**src/rtl/result_readout_pkg.sv**
```systemverilog
// Shared widths and FSM encoding for the result BRAM readout path.
package result_readout_pkg;

    localparam int unsigned RESULT_SIZE   = 32;
    localparam int unsigned ADDR_SIZE     = 10;
    localparam int unsigned OUT_W_DEFAULT = 8;

    typedef enum logic [1:0] {
        StIdle,
        StRead,
        StDrain,
        StDone
    } rr_state_e;

endpackage

```
**src/rtl/sync_fifo_small.sv**
```systemverilog
// Small synchronous FIFO with occupancy count; push while full is accepted only alongside a pop.
module sync_fifo_small #(
    parameter int unsigned Width = 8,
    parameter int unsigned Depth = 2
) (
    input  logic                         clk_i,
    input  logic                         rst_ni,
    input  logic                         push_i,
    input  logic [Width-1:0]             wdata_i,
    input  logic                         pop_i,
    output logic [Width-1:0]             rdata_o,
    output logic                         empty_o,
    output logic [$clog2(Depth+1)-1:0]   count_o
);

    localparam int unsigned PtrW = (Depth > 1) ? $clog2(Depth) : 1;
    localparam int unsigned CntW = $clog2(Depth + 1);

    logic [Width-1:0] mem_q [Depth];
    logic [PtrW-1:0]  wptr_q, rptr_q;
    logic [CntW-1:0]  count_q;
    logic             full, do_push, do_pop;

    function automatic logic [PtrW-1:0] ptr_inc(input logic [PtrW-1:0] p);
        return (p == PtrW'(Depth - 1)) ? '0 : p + 1'b1;
    endfunction

    assign full    = (count_q == CntW'(Depth));
    assign empty_o = (count_q == '0);
    assign do_pop  = pop_i && !empty_o;
    assign do_push = push_i && (!full || do_pop);
    assign rdata_o = mem_q[rptr_q];
    assign count_o = count_q;

    always_ff @(posedge clk_i or negedge rst_ni) begin
        if (!rst_ni) begin
            for (int i = 0; i < int'(Depth); i++) mem_q[i] <= '0;
            wptr_q  <= '0;
            rptr_q  <= '0;
            count_q <= '0;
        end else begin
            if (do_push) begin
                mem_q[wptr_q] <= wdata_i;
                wptr_q        <= ptr_inc(wptr_q);
            end
            if (do_pop) rptr_q <= ptr_inc(rptr_q);
            if (do_push && !do_pop)      count_q <= count_q + 1'b1;
            else if (do_pop && !do_push) count_q <= count_q - 1'b1;
        end
    end

endmodule

```
**src/rtl/result_readout.sv**
```systemverilog
// Sequential readback of the result BRAM with ReLU, rounding requant and saturation,
// delivered as a valid/ready stream; a credit check keeps the BRAM latency from overflowing the FIFO.
module result_readout
    import result_readout_pkg::*;
#(
    parameter int unsigned OUT_W      = OUT_W_DEFAULT,
    parameter int unsigned FIFO_DEPTH = 2
) (
    input  logic                   clk_i,
    input  logic                   rst_ni,
    input  logic                   w_done_i,
    input  logic [ADDR_SIZE-1:0]   total_words_i,
    input  logic                   relu_en_i,
    input  logic [4:0]             shift_i,
    output logic                   rd_en_o,
    output logic [ADDR_SIZE-1:0]   rd_addr_o,
    input  logic [RESULT_SIZE-1:0] rd_data_i,
    output logic [OUT_W-1:0]       m_data_o,
    output logic                   m_valid_o,
    input  logic                   m_ready_i,
    output logic                   m_last_o,
    output logic                   busy_o,
    output logic                   done_o
);

    localparam int unsigned CntW = $clog2(FIFO_DEPTH + 1);
    localparam logic signed [RESULT_SIZE:0] SatMax = (RESULT_SIZE+1)'((1 << (OUT_W - 1)) - 1);
    localparam logic signed [RESULT_SIZE:0] SatMin = -SatMax - 1;

    rr_state_e            state_q, state_d;
    logic [ADDR_SIZE:0]   cnt_q, cnt_d;
    logic [ADDR_SIZE-1:0] total_q, total_d;
    logic                 relu_q, relu_d;
    logic [4:0]           shift_q, shift_d;
    logic                 w_done_q, inflight_q, infl_last_q;
    logic                 start, pop, credit_ok, last_issue;

    logic                 fifo_empty;
    logic [CntW-1:0]      fifo_count;
    logic [OUT_W:0]       fifo_rdata;

    logic signed [RESULT_SIZE-1:0] x;
    logic signed [RESULT_SIZE:0]   xg, rnd, y;
    logic [OUT_W-1:0]              sat;

    assign start     = w_done_i && !w_done_q && (state_q == StIdle);
    assign pop       = m_valid_o && m_ready_i;
    // Entries already held plus the one in the BRAM pipe must leave room for this issue.
    assign credit_ok = (32'(fifo_count) + 32'(inflight_q)) < (FIFO_DEPTH + 32'(pop));
    assign last_issue = (cnt_q == {1'b0, total_q} - 1'b1);

    always_comb begin
        state_d = state_q;
        cnt_d   = cnt_q;
        total_d = total_q;
        relu_d  = relu_q;
        shift_d = shift_q;
        rd_en_o = 1'b0;
        unique case (state_q)
            StIdle: begin
                if (start) begin
                    total_d = total_words_i;
                    relu_d  = relu_en_i;
                    shift_d = shift_i;
                    cnt_d   = '0;
                    state_d = (total_words_i == '0) ? StDone : StRead;
                end
            end
            StRead: begin
                if (credit_ok && (cnt_q < {1'b0, total_q})) begin
                    rd_en_o = 1'b1;
                    cnt_d   = cnt_q + 1'b1;
                    if (last_issue) state_d = StDrain;
                end
            end
            StDrain: begin
                if (!inflight_q && (32'(fifo_count) == 32'(pop))) state_d = StDone;
            end
            StDone:  state_d = StIdle;
            default: state_d = StIdle;
        endcase
    end

    always_ff @(posedge clk_i or negedge rst_ni) begin
        if (!rst_ni) begin
            state_q     <= StIdle;
            cnt_q       <= '0;
            total_q     <= '0;
            relu_q      <= 1'b0;
            shift_q     <= '0;
            w_done_q    <= 1'b0;
            inflight_q  <= 1'b0;
            infl_last_q <= 1'b0;
        end else begin
            state_q     <= state_d;
            cnt_q       <= cnt_d;
            total_q     <= total_d;
            relu_q      <= relu_d;
            shift_q     <= shift_d;
            w_done_q    <= w_done_i;
            inflight_q  <= rd_en_o;
            infl_last_q <= rd_en_o && last_issue;
        end
    end

    // One guard bit keeps the rounding add from wrapping at the positive extreme.
    always_comb begin
        x = rd_data_i;
        if (relu_q && x[RESULT_SIZE-1]) x = '0;
        xg  = {x[RESULT_SIZE-1], x};
        rnd = '0;
        y   = xg;
        if (shift_q != '0) begin
            rnd = (RESULT_SIZE+1)'(1) << (shift_q - 5'd1);
            y   = (xg + rnd) >>> shift_q;
        end
        if (y > SatMax)      sat = SatMax[OUT_W-1:0];
        else if (y < SatMin) sat = SatMin[OUT_W-1:0];
        else                 sat = y[OUT_W-1:0];
    end

    sync_fifo_small #(
        .Width(OUT_W + 1),
        .Depth(FIFO_DEPTH)
    ) u_fifo (
        .clk_i  (clk_i),
        .rst_ni (rst_ni),
        .push_i (inflight_q),
        .wdata_i({infl_last_q, sat}),
        .pop_i  (pop),
        .rdata_o(fifo_rdata),
        .empty_o(fifo_empty),
        .count_o(fifo_count)
    );

    assign rd_addr_o = cnt_q[ADDR_SIZE-1:0];
    assign m_valid_o = !fifo_empty;
    assign m_data_o  = fifo_rdata[OUT_W-1:0];
    assign m_last_o  = fifo_rdata[OUT_W];
    assign busy_o    = (state_q == StRead) || (state_q == StDrain);
    assign done_o    = (state_q == StDone);

endmodule

```
**config.mk**
```make
export PLATFORM = sky130hd
export DESIGN_NAME = result_readout
export DESIGN_NICKNAME = d
export VERILOG_FILES = /design/src/rtl/result_readout_pkg.sv /design/src/rtl/sync_fifo_small.sv /design/src/rtl/result_readout.sv
export SDC_FILE = /design/constraint.sdc
export NUM_CORES = 1
export LEC_CHECK = 0
export CORE_MARGIN = 8
export CORE_UTILIZATION = 66
export DETAILED_ROUTE_END_ITERATION = 6
export PLACE_DENSITY = 0.95
export RECOVER_POWER = 25
export SETUP_SLACK_MARGIN = 0.05
export SLEW_MARGIN = 5
export SYNTH_ARGS = -nofsm -noshare
export SYNTH_HDL_FRONTEND = slang
export SYNTH_SLANG_ARGS = --single-unit
```
**constraint.sdc**
```tcl
create_clock -name clk_i -period 15.1 [get_ports clk_i]
set_input_delay 1.51 -clock clk_i [delete_from_list [all_inputs] [get_ports clk_i]]
set_output_delay 1.51 -clock clk_i [all_outputs]
set_load 0.005 [all_outputs]
```
==> results of run 1 <==
## cell type report
class                           instances  share of cell area, %
Sequential cell                        54                   13.0
Timing Repair Buffer                   88                   8.05
Tap cell                              184                   2.22
Clock buffer                            8                   1.60
Multi-Input combinational cell       1135                   73.7
Inverter                               40                   1.44
## metrics by stage
step / worst slack, ps / utilization [%] / area [sq um] / total power [W]
after global routing: 6570 / 72.3 / 10400 / 0.00239
final: 6870 / 72.3 / 10400 / 0.00228
after floorplan: 8580 / - / 9600 / 0.00151
after detailed placement: 6910 / 71.2 / 10200 / 0.00204
after CTS: 7200 / 72.4 / 10400 / 0.00218
after global placement: 7170 / 71.2 / 10200 / 0.00202
## routing by layer
| layer | GRT usage, % | up-vias |
|---|---|---|
| li1 | - | 5018 |
| met1 | 49.5 | 5314 |
| met2 | 62.9 | 1013 |
| met3 | 8.59 | 258 |
| met4 | 24.3 | 0 |
| met5 | 0 | - |
## logic make-up after synthesis
kind of cell	count (synthesis)	share of synthesized area [%]
multiplexers	80	10.7
AND/OR/NAND/NOR	564	28.8
XOR/XNOR	36	3.29
adder cells (fa/ha/maj)	52	6.86
flip-flops	54	14.1
AO/OA/AOI/OAI	403	30.2
buffers and inverters	135	6.13
## worst min-delay path, stage by stage, from the launching register on
cell	delay, ps
dfrtp_1	340
nand2_1	50
nand2_1	60
## where the power goes
group	leakage, nW	switching [W]	internal, W	total (W)
registers	0.661	0.0000613	0.000203	0.000264
logic	3.46	0.00122	0.000671	0.00189
clock network	0.0832	0.0000500	0.0000751	0.000125
## registers in the layout, indices dropped and copies added, names as in the netlist
| signal | flops |
|---|---|
| total_q | 10 |
| u_fifo.wptr_q | 1 |
| cnt_q | 11 |
| shift_q | 5 |
| inflight_q | 1 |
| u_fifo.count_o | 2 |
| relu_q | 1 |
| u_fifo.mem_q | 18 |
| infl_last_q | 1 |
| u_fifo.rptr_q | 1 |
| state_q | 2 |
| w_done_q | 1 |
## worst paths after layout
check	slack [ps]	cells past startpoint	endpoint	startpoint
min reg2reg	490	2	u_fifo.mem_q[16]	u_fifo.mem_q[16]
min in group asynchronous	2250	2	u_fifo.mem_q[11]	rst_ni
min	490	2	u_fifo.mem_q[16]	u_fifo.mem_q[16]
max in group asynchronous	11210	2	total_q[7]	rst_ni
max reg2reg	7170	20	u_fifo.mem_q[1]	shift_q[3]
max	6870	19	u_fifo.mem_q[1]	rd_data_i[31]
## placed cells by master, fill, tap and decap left out, drive strengths merged, types with 9 or more instances in the layout
cell / count
nor2: 150
a31oi: 11
nand3: 29
o22ai: 9
a211o: 12
a211oi: 27
or2: 11
o211ai: 28
nand2: 158
or3: 17
nor4: 10
and3: 18
buf: 14
xnor2: 20
nand4: 38
and2: 39
o41ai: 12
clkdlybuf4s50: 72
inv: 38
a21oi: 85
mux2i: 28
nor3: 51
a21o: 22
ha: 51
mux2: 38
o21ai: 68
and4: 10
o31ai: 10
xor2: 16
clkbuf: 9
o21a: 19
o221ai: 13
nand2b: 10
mux4: 14
dfrtp: 54
==> metrics.csv, run 1 <==
stage;metric;value;unit
global_route;largest net degree at the start of global routing;55;
placement;Placer Congestion;1.15;
setup_path;crit start category;input pin;
floorplan;die width;137;um
routing;Metal-1 WL;13.7;mm
sta;Final Slew Violations;55;
global_route;number of global-route vias before repair;10600;
logic_synthesis;post-synth net total;1428;
logic_synthesis;register area share after synthesis;14.1;%
layout;Layout area overhead;8.29;%
routing;DRT Wirelength;38.4;mm
setup_path;CP peak stage delay;850;ps
pwr;leakage;4.21;nW
sta;Final Hold Fails;0;
logic_synthesis;Synth Instances;1324;
floorplan;Ports;75;
logic_synthesis;Yosys cell types;96;
global_route;total grt overflow;0;
clock_tree;Post-CTS Repair Setup Buffers;0;
layout;Total Nets Final;1428;
placement;Detail Placement HPWL;29.0;mm
clock_tree;htree depth;2;
clock_tree;# hold bufs at CTS;0;
layout;layout cells sized above 1;8.91;%
setup_path;Buf/Inv on CP;2;
layout;fin cells;1509;
sta;clk_skew;5.84;ps
pwr;peak supply drop;0.0000954;V
sta;Max Freq;122;MHz
logic_synthesis;top cells by area, synth;dfrtp_1, ha_1, nand2_1;
logic_synthesis;FFs w/ async S/R, synth;100;%
setup_path;Cell Chain, Critical Path;clkdlybuf4s50_1 -> nand2_1 -> and2_1 -> ha_1 -> inv_1 -> fa_1 -> nand2b_1 -> a21oi_1 -> o21ai_1 -> a21oi_1 -> mux2_2 -> a211oi_1 -> nand3_1 -> o21ai_0 -> nand3_1 -> o41ai_2 -> nand2_1 -> o41ai_1 -> nor3_1;
routing;via count;11600;
logic_synthesis;library cell with the largest summed area after synthesis;dfrtp_1;
placement;number of port buffers;74;
global_route;initial antenna violation count;0;
floorplan;die area;18700;sq um
placement;cell count after placement;1501;
min_path;Hold Path Class;flip-flop to flip-flop;
global_route;first-pass GRT wire length;59.1;mm
setup_path;Data arrival, critical path;8380;ps
routing;DRT Pass-1 Iters;7;
setup_path;Req. time, crit path;15260;ps
logic_synthesis;commonest cells in the netlist;nand2_1, nor2_1, a21oi_1;
routing;DRC;4;
sta;RSZ-0062 raised after global routing;false;
sta;Final Cycle Share;54.5;%
routing;First DRT Iteration DRCs;1708;
sta;Hold WS;486;ps
logic_synthesis;Synth Register Bits;54;
sta;setup_tns;0;ps
logic_synthesis;Syn. warnings;0;
clock_tree;TritonCTS Sinks;54;
pwr;Power Dens Cells;220;nW/um^2
floorplan;cell row count;44;
routing;Met3 Routed Length;4.98;mm
setup_path;Setup crit end kind;flip-flop;
routing;antenna viol nets, final;0;
floorplan;Core Region;14400;sq um
logic_synthesis;syn_area_per_cell;7.25;sq um
clock_tree;clk slew on worst S/H paths;70;ps
sta;Slew headroom;-93.6;%
setup_path;CP max FO;32;
clock_tree;CTS Buf Count;5;
floorplan;Die Y;137;um
status;status;finished with violations;
clock_tree;Longest Clk Path Bufs;2;
routing;vias per std cell;7.69;
routing;Avg WL per Cell;25.4;um
layout;FILL cells;1161;
sta;measured slew at the worst slew-check pin;2900;ps
logic_synthesis;most numerous cell in the Yosys netlist;nand2_1;
clock_tree;cts repair resizes;0;
sta;final setup fails;0;
layout;Reg area;1350;sq um
clock_tree;clk_lat worst skew;290;ps
status;violated checks;design-rule violations, max-capacitance violations, max-slew violations;
floorplan;initial core utilization;66.8;%
setup_path;slowest CP cell;o41ai_2;
routing;Detail Route met2 WL;17.0;mm
setup_path;kind of critical path;input pin to flip-flop;
job;# Max-Cap Violations;1;
logic_synthesis;number of synthesized flops with an enable pin;0;
logic_synthesis;top-area cell type share of the netlist area;14.1;%
routing;Top Metal Used;met4;
clock_tree;clk root buf;clkbuf_16;
logic_synthesis;Post-synth top flop;dfrtp_1;
logic_synthesis;cell area after synthesis;9600;sq um
layout;footprint of the multi-input gates;7660;sq um
layout;Inserted Diodes;0;
global_route;total track usage;40.1;%
clock_tree;TritonCTS clock tree;yes;
setup_path;crit-path leading delay family;compound AO/OA/AOI/OAI gates;
sta;Period minus WS final;8230;ps
No activity file was read; power rests on OpenSTA's default activity.
==> run 2, diff against run 1 <==
--- a/config.mk
+++ b/config.mk
@@ -6,9 +6,9 @@
 export NUM_CORES = 1
 export LEC_CHECK = 0
 export CORE_MARGIN = 8
-export CORE_UTILIZATION = 66
+export CORE_UTILIZATION = 55
 export DETAILED_ROUTE_END_ITERATION = 6
-export PLACE_DENSITY = 0.95
+export PLACE_DENSITY = 0.87
 export RECOVER_POWER = 25
 export SETUP_SLACK_MARGIN = 0.05
 export SLEW_MARGIN = 5
==> constraint.sdc (replaced) <==
create_clock -name clk_i -period 6.8 [get_ports clk_i]
set_input_delay 0.68 -clock clk_i [delete_from_list [all_inputs] [get_ports clk_i]]
set_output_delay 0.68 -clock clk_i [all_outputs]
set_load 0.005 [all_outputs]
==> metrics.csv, run 2 (synthesized netlist as in run 1, its figures left out) <==
stage;metric;value;unit;change
sta;Final Cycle Share;93.5;%;
sta;clk_skew;5.52;ps;was 5.84 ps
pwr;leakage;4.41;nW;was 4.21 nW
sta;final setup fails;0;;unchanged
setup_path;Cell Chain, Critical Path;clkdlybuf4s50_1 -> nand2_2 -> buf_4 -> and2_1 -> ha_1 -> and4_1 -> nand2_1 -> a211oi_1 -> a211o_1 -> mux2i_1 -> nor4_1 -> a211oi_1 -> a21oi_1 -> a21o_1 -> nand2_1 -> or4_4 -> o41ai_1 -> nor3_1;;was clkdlybuf4s50_1 -> nand2_1 -> and2_1 -> ha_1 -> inv_1 -> fa_1 -> nand2b_1 -> a21oi_1 -> o21ai_1 -> a21oi_1 -> mux2_2 -> a211oi_1 -> nand3_1 -> o21ai_0 -> nand3_1 -> o41ai_2 -> nand2_1 -> o41ai_1 -> nor3_1
clock_tree;TritonCTS Sinks;54;;unchanged
status;status;finished with violations;;unchanged
status;violated checks;max-capacitance violations, max-slew violations;;was design-rule violations, max-capacitance violations, max-slew violations
sta;Hold WS;477;ps;was 486 ps
sta;setup ws final;442;ps;was 6870 ps
layout;most frequent cells in the layout;nand2_1, nor2_1, a21oi_1, clkdlybuf4s50_1, buf_4;;was nand2_1, nor2_1, a21oi_1, clkdlybuf4s50_1, dfrtp_1
layout;FILL cells;1566;;was 1161
clock_tree;htree depth;2;;unchanged
clock_tree;Longest Clk Path Bufs;2;;unchanged
global_route;largest net degree at the start of global routing;55;;unchanged
placement;cell count after placement;1584;;was 1501
clock_tree;clk root buf;clkbuf_16;;unchanged
routing;First DRT Iteration DRCs;1435;;was 1708
layout;Top reg by flops;u_fifo.mem_q;;unchanged
routing;DRC;0;;was 4
floorplan;cell row count;48;;was 44
floorplan;Ports;75;;unchanged
setup_path;kind of critical path;input pin to flip-flop;;unchanged
routing;antenna viol nets, final;0;;unchanged
routing;DRT Pass-1 Iters;6;;was 7
setup_path;Req. time, crit path;6960;ps;was 15260 ps
sta;Final Slew Violations;55;;unchanged
setup_path;slowest CP cell;a21oi_1;;was o41ai_2
routing;vias per std cell;7.13;;was 7.69
layout;max reg flops;18;;unchanged
setup_path;Data arrival, critical path;6520;ps;was 8380 ps
clock_tree;TritonCTS clock tree;yes;;unchanged
sta;RSZ-0062 raised after global routing;false;;unchanged
floorplan;die area;21900;sq um;was 18700 sq um
global_route;initial antenna violation count;0;;unchanged
clock_tree;clk slew on worst S/H paths;70;ps;about the same
placement;number of port buffers;74;;unchanged
pwr;Power Dens Cells;489;nW/um^2;was 220 nW/um^2
clock_tree;CTS Buf Count;5;;unchanged
sta;measured slew at the worst slew-check pin;2830;ps;was 2900 ps
sta;Max Freq;157;MHz;
setup_path;Setup crit end kind;flip-flop;;unchanged
global_route;first-pass GRT wire length;61.0;mm;was 59.1 mm
layout;Inserted Diodes;0;;unchanged
setup_path;R2R depth;20;;unchanged
floorplan;initial core utilization;55.9;%;was 66.8%
global_route;total grt overflow;0;;unchanged
pwr;peak supply drop;0.000365;V;was 0.0000954 V
floorplan;die width;148;um;was 137 um
routing;Avg WL per Cell;24.9;um;was 25.4 um
sta;Period minus WS final;6360;ps;
global_route;total track usage;34.9;%;was 40.1%
min_path;Hold Path Class;flip-flop to flip-flop;;unchanged
sta;Slew headroom;-88.7;%;was -93.6%
job;# Max-Cap Violations;1;;unchanged
sta;Final Hold Fails;0;;unchanged
routing;DRT Wirelength;39.6;mm;was 38.4 mm
clock_tree;# hold bufs at CTS;0;;unchanged
layout;commonest non-fill, non-tap cell in the layout;nand2_1;;unchanged
clock_tree;clk_lat worst skew;300;ps;was 290 ps
placement;Detail Placement HPWL;31.8;mm;was 29.0 mm
routing;via count;11400;;was 11600
setup_path;crit start category;input pin;;unchanged
global_route;number of global-route vias before repair;10900;;was 10600
sta;setup_tns;0;ps;unchanged
layout;fin area;10800;sq um;was 10400 sq um
setup_path;CP peak stage delay;670;ps;was 850 ps
setup_path;CP max FO;19;;was 32
min_path;hold depth;2;;unchanged
floorplan;Core Region;17200;sq um;was 14400 sq um
layout;Total Nets Final;1470;;was 1428
floorplan;Die Y;148;um;was 137 um
layout;biggest regs;u_fifo.mem_q: 18 flops, cnt_q: 11 flops, total_q: 10 flops;;unchanged
layout;fin cells;1592;;was 1509
layout;layout cells sized above 1;11.9;%;was 8.91%
placement;Placer Congestion;1.08;;was 1.15
layout;Layout area overhead;12.3;%;was 8.29%
placement;Post-DP Area;10600;sq um;was 10200 sq um
placement;pre-CTS setup slack;-91.9;ps;was 6910 ps
## run 2: report_power, final
| part | leakage, nW | internal [W] | total (W) | switching [W] |
|---|---|---|---|---|
| Sequential | 0.661 | 0.000451 | 0.000615 | 0.000164 |
| Combinational | 3.67 | 0.00162 | 0.00435 | 0.00273 |
| Clock | 0.0842 | 0.000175 | 0.000298 | 0.000123 |
## run 2: worst paths after layout
path / startpoint / endpoint / slack, ps
worst max-delay path: rd_data_i[31] / u_fifo.mem_q[5] / 440
max in group asynchronous: rst_ni / cnt_q[5] / 3820
worst max register to register: shift_q[2] / u_fifo.mem_q[11] / 490
worst min register to register: infl_last_q / u_fifo.mem_q[17] / 480
worst min-delay path: infl_last_q / u_fifo.mem_q[17] / 480
min in group asynchronous: rst_ni / u_fifo.mem_q[5] / 1390
## run 2: area by class of cell
class	instances	area, sq um	share of cell area (%)
Multi-Input combinational cell	1135	7670	71.2
Inverter	40	150	1.39
Timing Repair Buffer	130	1150	10.7
Clock inverter	3	43.8	0.406
Sequential cell	54	1350	12.5
Clock buffer	5	125	1.16
Tap cell	225	282	2.61
## run 2: metrics by stage
stage	power, W	util, %
6_report	0.00527	62.7
3_3_place_gp	0.00476	61.7
3_5_place_dp	0.00478	61.7
5_1_grt	0.00553	62.7
2_1_floorplan	0.00334	-
4_1_cts	0.00510	62.7
## run 2: worst max-delay path, delay by kind of cell
kind,cells,cell delay (ps)
compound gates,6,2070
fa+ha+maj,1,550
buf+inv,2,780
mux,1,180
simple gates,8,2240
## run 2: repair_timing
item                       in CTS  in global routing
resized for setup               0                  4
setup endpoints to repair       0                 13
setup buffers                   0                  0
## run 2: routing by layer
| layer | part of all wire (%) | up-vias | track usage, % |
|---|---|---|---|
| met1 | 38 | 5341 | 42.6 |
| met4 | 5.7 | 0 | 20.2 |
| li1 | - | 5087 | - |
| met5 | 0 | - | 0 |
| met2 | 46 | 754 | 57.4 |
| met3 | 9.7 | 175 | 5.68 |
==> run 3, diff against run 2 <==
--- a/config.mk
+++ b/config.mk
@@ -8,7 +8,8 @@
 export CORE_MARGIN = 8
 export CORE_UTILIZATION = 55
 export DETAILED_ROUTE_END_ITERATION = 6
-export PLACE_DENSITY = 0.87
+export GPL_TIMING_DRIVEN = 1
+export PLACE_DENSITY = 0.8
 export RECOVER_POWER = 25
 export SETUP_SLACK_MARGIN = 0.05
 export SLEW_MARGIN = 5
==> metrics.csv, run 3 (synthesized netlist as in run 1, its figures left out) <==
stage;metric;value;unit;change
sta;Final Slew Violations;55;;unchanged
placement;Placer Congestion;1.11;;was 1.08
global_route;largest net degree at the start of global routing;55;;unchanged
setup_path;kind of critical path;flip-flop to flip-flop;;was input pin to flip-flop
routing;DRC;0;;unchanged
clock_tree;clk root buf;clkbuf_16;;unchanged
setup_path;Setup crit end kind;flip-flop;;unchanged
job;# Max-Cap Violations;1;;unchanged
sta;measured slew at the worst slew-check pin;2870;ps;was 2830 ps
sta;Period minus WS final;6500;ps;was 6360 ps
floorplan;die width;148;um;unchanged
clock_tree;clk slew on worst S/H paths;70;ps;about the same
clock_tree;clk_lat worst skew;300;ps;about the same
global_route;total track usage;34.6;%;was 34.9%
setup_path;CP peak stage delay;620;ps;was 670 ps
sta;final setup fails;0;;unchanged
layout;fin cells;1582;;was 1592
floorplan;cell row count;48;;unchanged
sta;Final Cycle Share;95.6;%;was 93.5%
pwr;peak supply drop;0.000206;V;was 0.000365 V
setup_path;RR Endpoint;u_fifo.mem_q[3];;was u_fifo.mem_q[11]
routing;Avg WL per Cell;24.9;um;about the same
routing;DRT Wirelength;39.4;mm;was 39.6 mm
setup_path;slowest CP cell;or4_4;;was a21oi_1
placement;number of port buffers;74;;unchanged
global_route;number of global-route vias before repair;10700;;was 10900
routing;via count;11400;;about the same
placement;Detail Placement HPWL;31.1;mm;was 31.8 mm
setup_path;most used cell, CP;nor2_1;;
sta;RSZ-0062 raised after global routing;false;;unchanged
clock_tree;Longest Clk Path Bufs;2;;unchanged
layout;max reg flops;18;;unchanged
routing;DRT Pass-1 Iters;6;;unchanged
min_path;Hold Path Class;flip-flop to flip-flop;;unchanged
sta;clk_skew;12.1;ps;was 5.52 ps
clock_tree;htree depth;2;;unchanged
layout;Top reg by flops;u_fifo.mem_q;;unchanged
floorplan;Die Y;148;um;unchanged
routing;antenna viol nets, final;0;;unchanged
global_route;first-pass GRT wire length;60.5;mm;was 61.0 mm
layout;Total Nets Final;1460;;was 1470
setup_path;R2R depth;19;;was 20
sta;Hold WS;478;ps;was 477 ps
setup_path;Buf/Inv on CP;2;;unchanged
setup_path;Cell Chain, Critical Path;buf_4 -> clkinv_1 -> nor2_1 -> nand2_1 -> nor2_1 -> ha_1 -> nand4_2 -> a211oi_2 -> o21ai_1 -> a21oi_2 -> mux2_2 -> a211oi_1 -> nand3_1 -> a22oi_1 -> nand4_1 -> a211o_1 -> or4_4 -> o41ai_1 -> nor3_1;;was clkdlybuf4s50_1 -> nand2_2 -> buf_4 -> and2_1 -> ha_1 -> and4_1 -> nand2_1 -> a211oi_1 -> a211o_1 -> mux2i_1 -> nor4_1 -> a211oi_1 -> a21oi_1 -> a21o_1 -> nand2_1 -> or4_4 -> o41ai_1 -> nor3_1
layout;fin util;62.4;%;was 62.7%
placement;Post-DP Area;10500;sq um;was 10600 sq um
floorplan;Core Region;17200;sq um;unchanged
min_path;hold depth;2;;unchanged
setup_path;CP max FO;15;;was 19
floorplan;initial core utilization;55.9;%;unchanged
routing;vias per std cell;7.23;;was 7.13
setup_path;R2R Path Start;shift_q[3];;was shift_q[2]
pwr;leakage;4.37;nW;was 4.41 nW
setup_path;crit start category;flip-flop;;was input pin
clock_tree;# hold bufs at CTS;0;;unchanged
layout;commonest non-fill, non-tap cell in the layout;nand2_1;;unchanged
sta;Final Hold Fails;0;;unchanged
status;violated checks;max-capacitance violations, max-slew violations;;unchanged
layout;most frequent cells in the layout;nand2_1, nor2_1, a21oi_1, clkdlybuf4s50_1, dfrtp_1;;was nand2_1, nor2_1, a21oi_1, clkdlybuf4s50_1, buf_4
setup_path;crit-path leading delay family;compound AO/OA/AOI/OAI gates;;was simple AND/OR/NAND/NOR gates
clock_tree;TritonCTS clock tree;yes;;unchanged
clock_tree;CTS Buf Count;5;;unchanged
floorplan;die area;21900;sq um;unchanged
setup_path;Req. time, crit path;6950;ps;was 6960 ps
sta;Slew headroom;-91.6;%;was -88.7%
floorplan;Ports;75;;unchanged
layout;Layout area overhead;11.6;%;was 12.3%
placement;cell count after placement;1573;;was 1584
sta;setup_tns;0;ps;unchanged
status;status;finished with violations;;unchanged
setup_path;critical path depth in cells;19;;was 18
routing;First DRT Iteration DRCs;1403;;was 1435
layout;fin area;10700;sq um;was 10800 sq um
layout;Inserted Diodes;0;;unchanged
layout;biggest regs;u_fifo.mem_q: 18 flops, cnt_q: 11 flops, total_q: 10 flops;;unchanged
setup_path;flop-to-flop setup slack;300;ps;was 490 ps
layout;layout cells sized above 1;11.3;%;was 11.9%
global_route;total grt overflow;0;;unchanged
sta;Max Freq;154;MHz;was 157 MHz
min_path;Worst Hold End;u_fifo.mem_q[17];;unchanged
global_route;initial antenna violation count;0;;unchanged
setup_path;Data arrival, critical path;6660;ps;was 6520 ps
min_path;Hold Startpoint;u_fifo.mem_q[17];;was infl_last_q
pwr;Power Dens Cells;490;nW/um^2;was 489 nW/um^2
clock_tree;TritonCTS Sinks;54;;unchanged
## run 3: layer usage
metal / global-route usage [%] / routed length (um) / vias to the layer above
met5: 0 / 0 / -
met4: 21.9 / 2590 / 0
met3: 5.44 / 3950 / 201
met2: 55.3 / 17900 / 805
met1: 42.8 / 15000 / 5367
li1: - / - / 5066
## run 3: worst max-delay path by stage
stage,startpoint,endpoint
floorplan,rd_data_i[31],u_fifo.mem_q[4]
global placement,rd_data_i[31],u_fifo.mem_q[14]
detailed placement,rd_data_i[31],u_fifo.mem_q[3]
CTS,shift_q[3],u_fifo.mem_q[3]
global route,shift_q[3],u_fifo.mem_q[13]
finish,shift_q[3],u_fifo.mem_q[3]
## run 3: what timing repair did
| item | CTS | global route |
|---|---|---|
| setup endpoints to repair | 0 | 13 |
| gates resized for setup | 0 | 3 |
| endpoints found under the hold margin | 0 | 0 |
| setup buffers | 0 | 1 |
## run 3: through the flow
| stage | worst slack (ps) | total power [W] |
|---|---|---|
| 2_1_floorplan | 1110 | 0.00334 |
| 3_3_place_gp | 138 | 0.00472 |
| 3_5_place_dp | 16.9 | 0.00473 |
| 4_1_cts | 268 | 0.00506 |
| 5_1_grt | 39.1 | 0.00552 |
| 6_report | 296 | 0.00525 |
## run 3: cell type report
type                       count  area, sq um
clock inverter                 2         38.8
clock buffer                   6          139
fill                        1588         6460
multi-input combinational   1135         7670
timing repair buffer         120         1080
inverter                      40          150
tap                          225          282
sequential                    54         1350
## run 3: power by group
group / total (W) / switching [W] / leakage, nW / internal (W)
registers: 0.000599 / 0.000149 / 0.661 / 0.000451
clock network: 0.000302 / 0.000117 / 0.0875 / 0.000185
logic: 0.00435 / 0.00275 / 3.62 / 0.00160
total: 0.00525 / 0.00301 / 4.37 / 0.00224
## run 3: worst register-to-register path: stages, from the launching register on
cell	delay (ps)
dfrtp_1	350
buf_4	220
clkinv_1	310
nor2_1	290
nand2_1	330
nor2_1	210
ha_1	370
nand4_2	210
a211oi_2	310
o21ai_1	230
a21oi_2	340
mux2_2	370
a211oi_1	430
nand3_1	380
a22oi_1	300
nand4_1	230
a211o_1	290
or4_4	620
o41ai_1	490
nor3_1	80
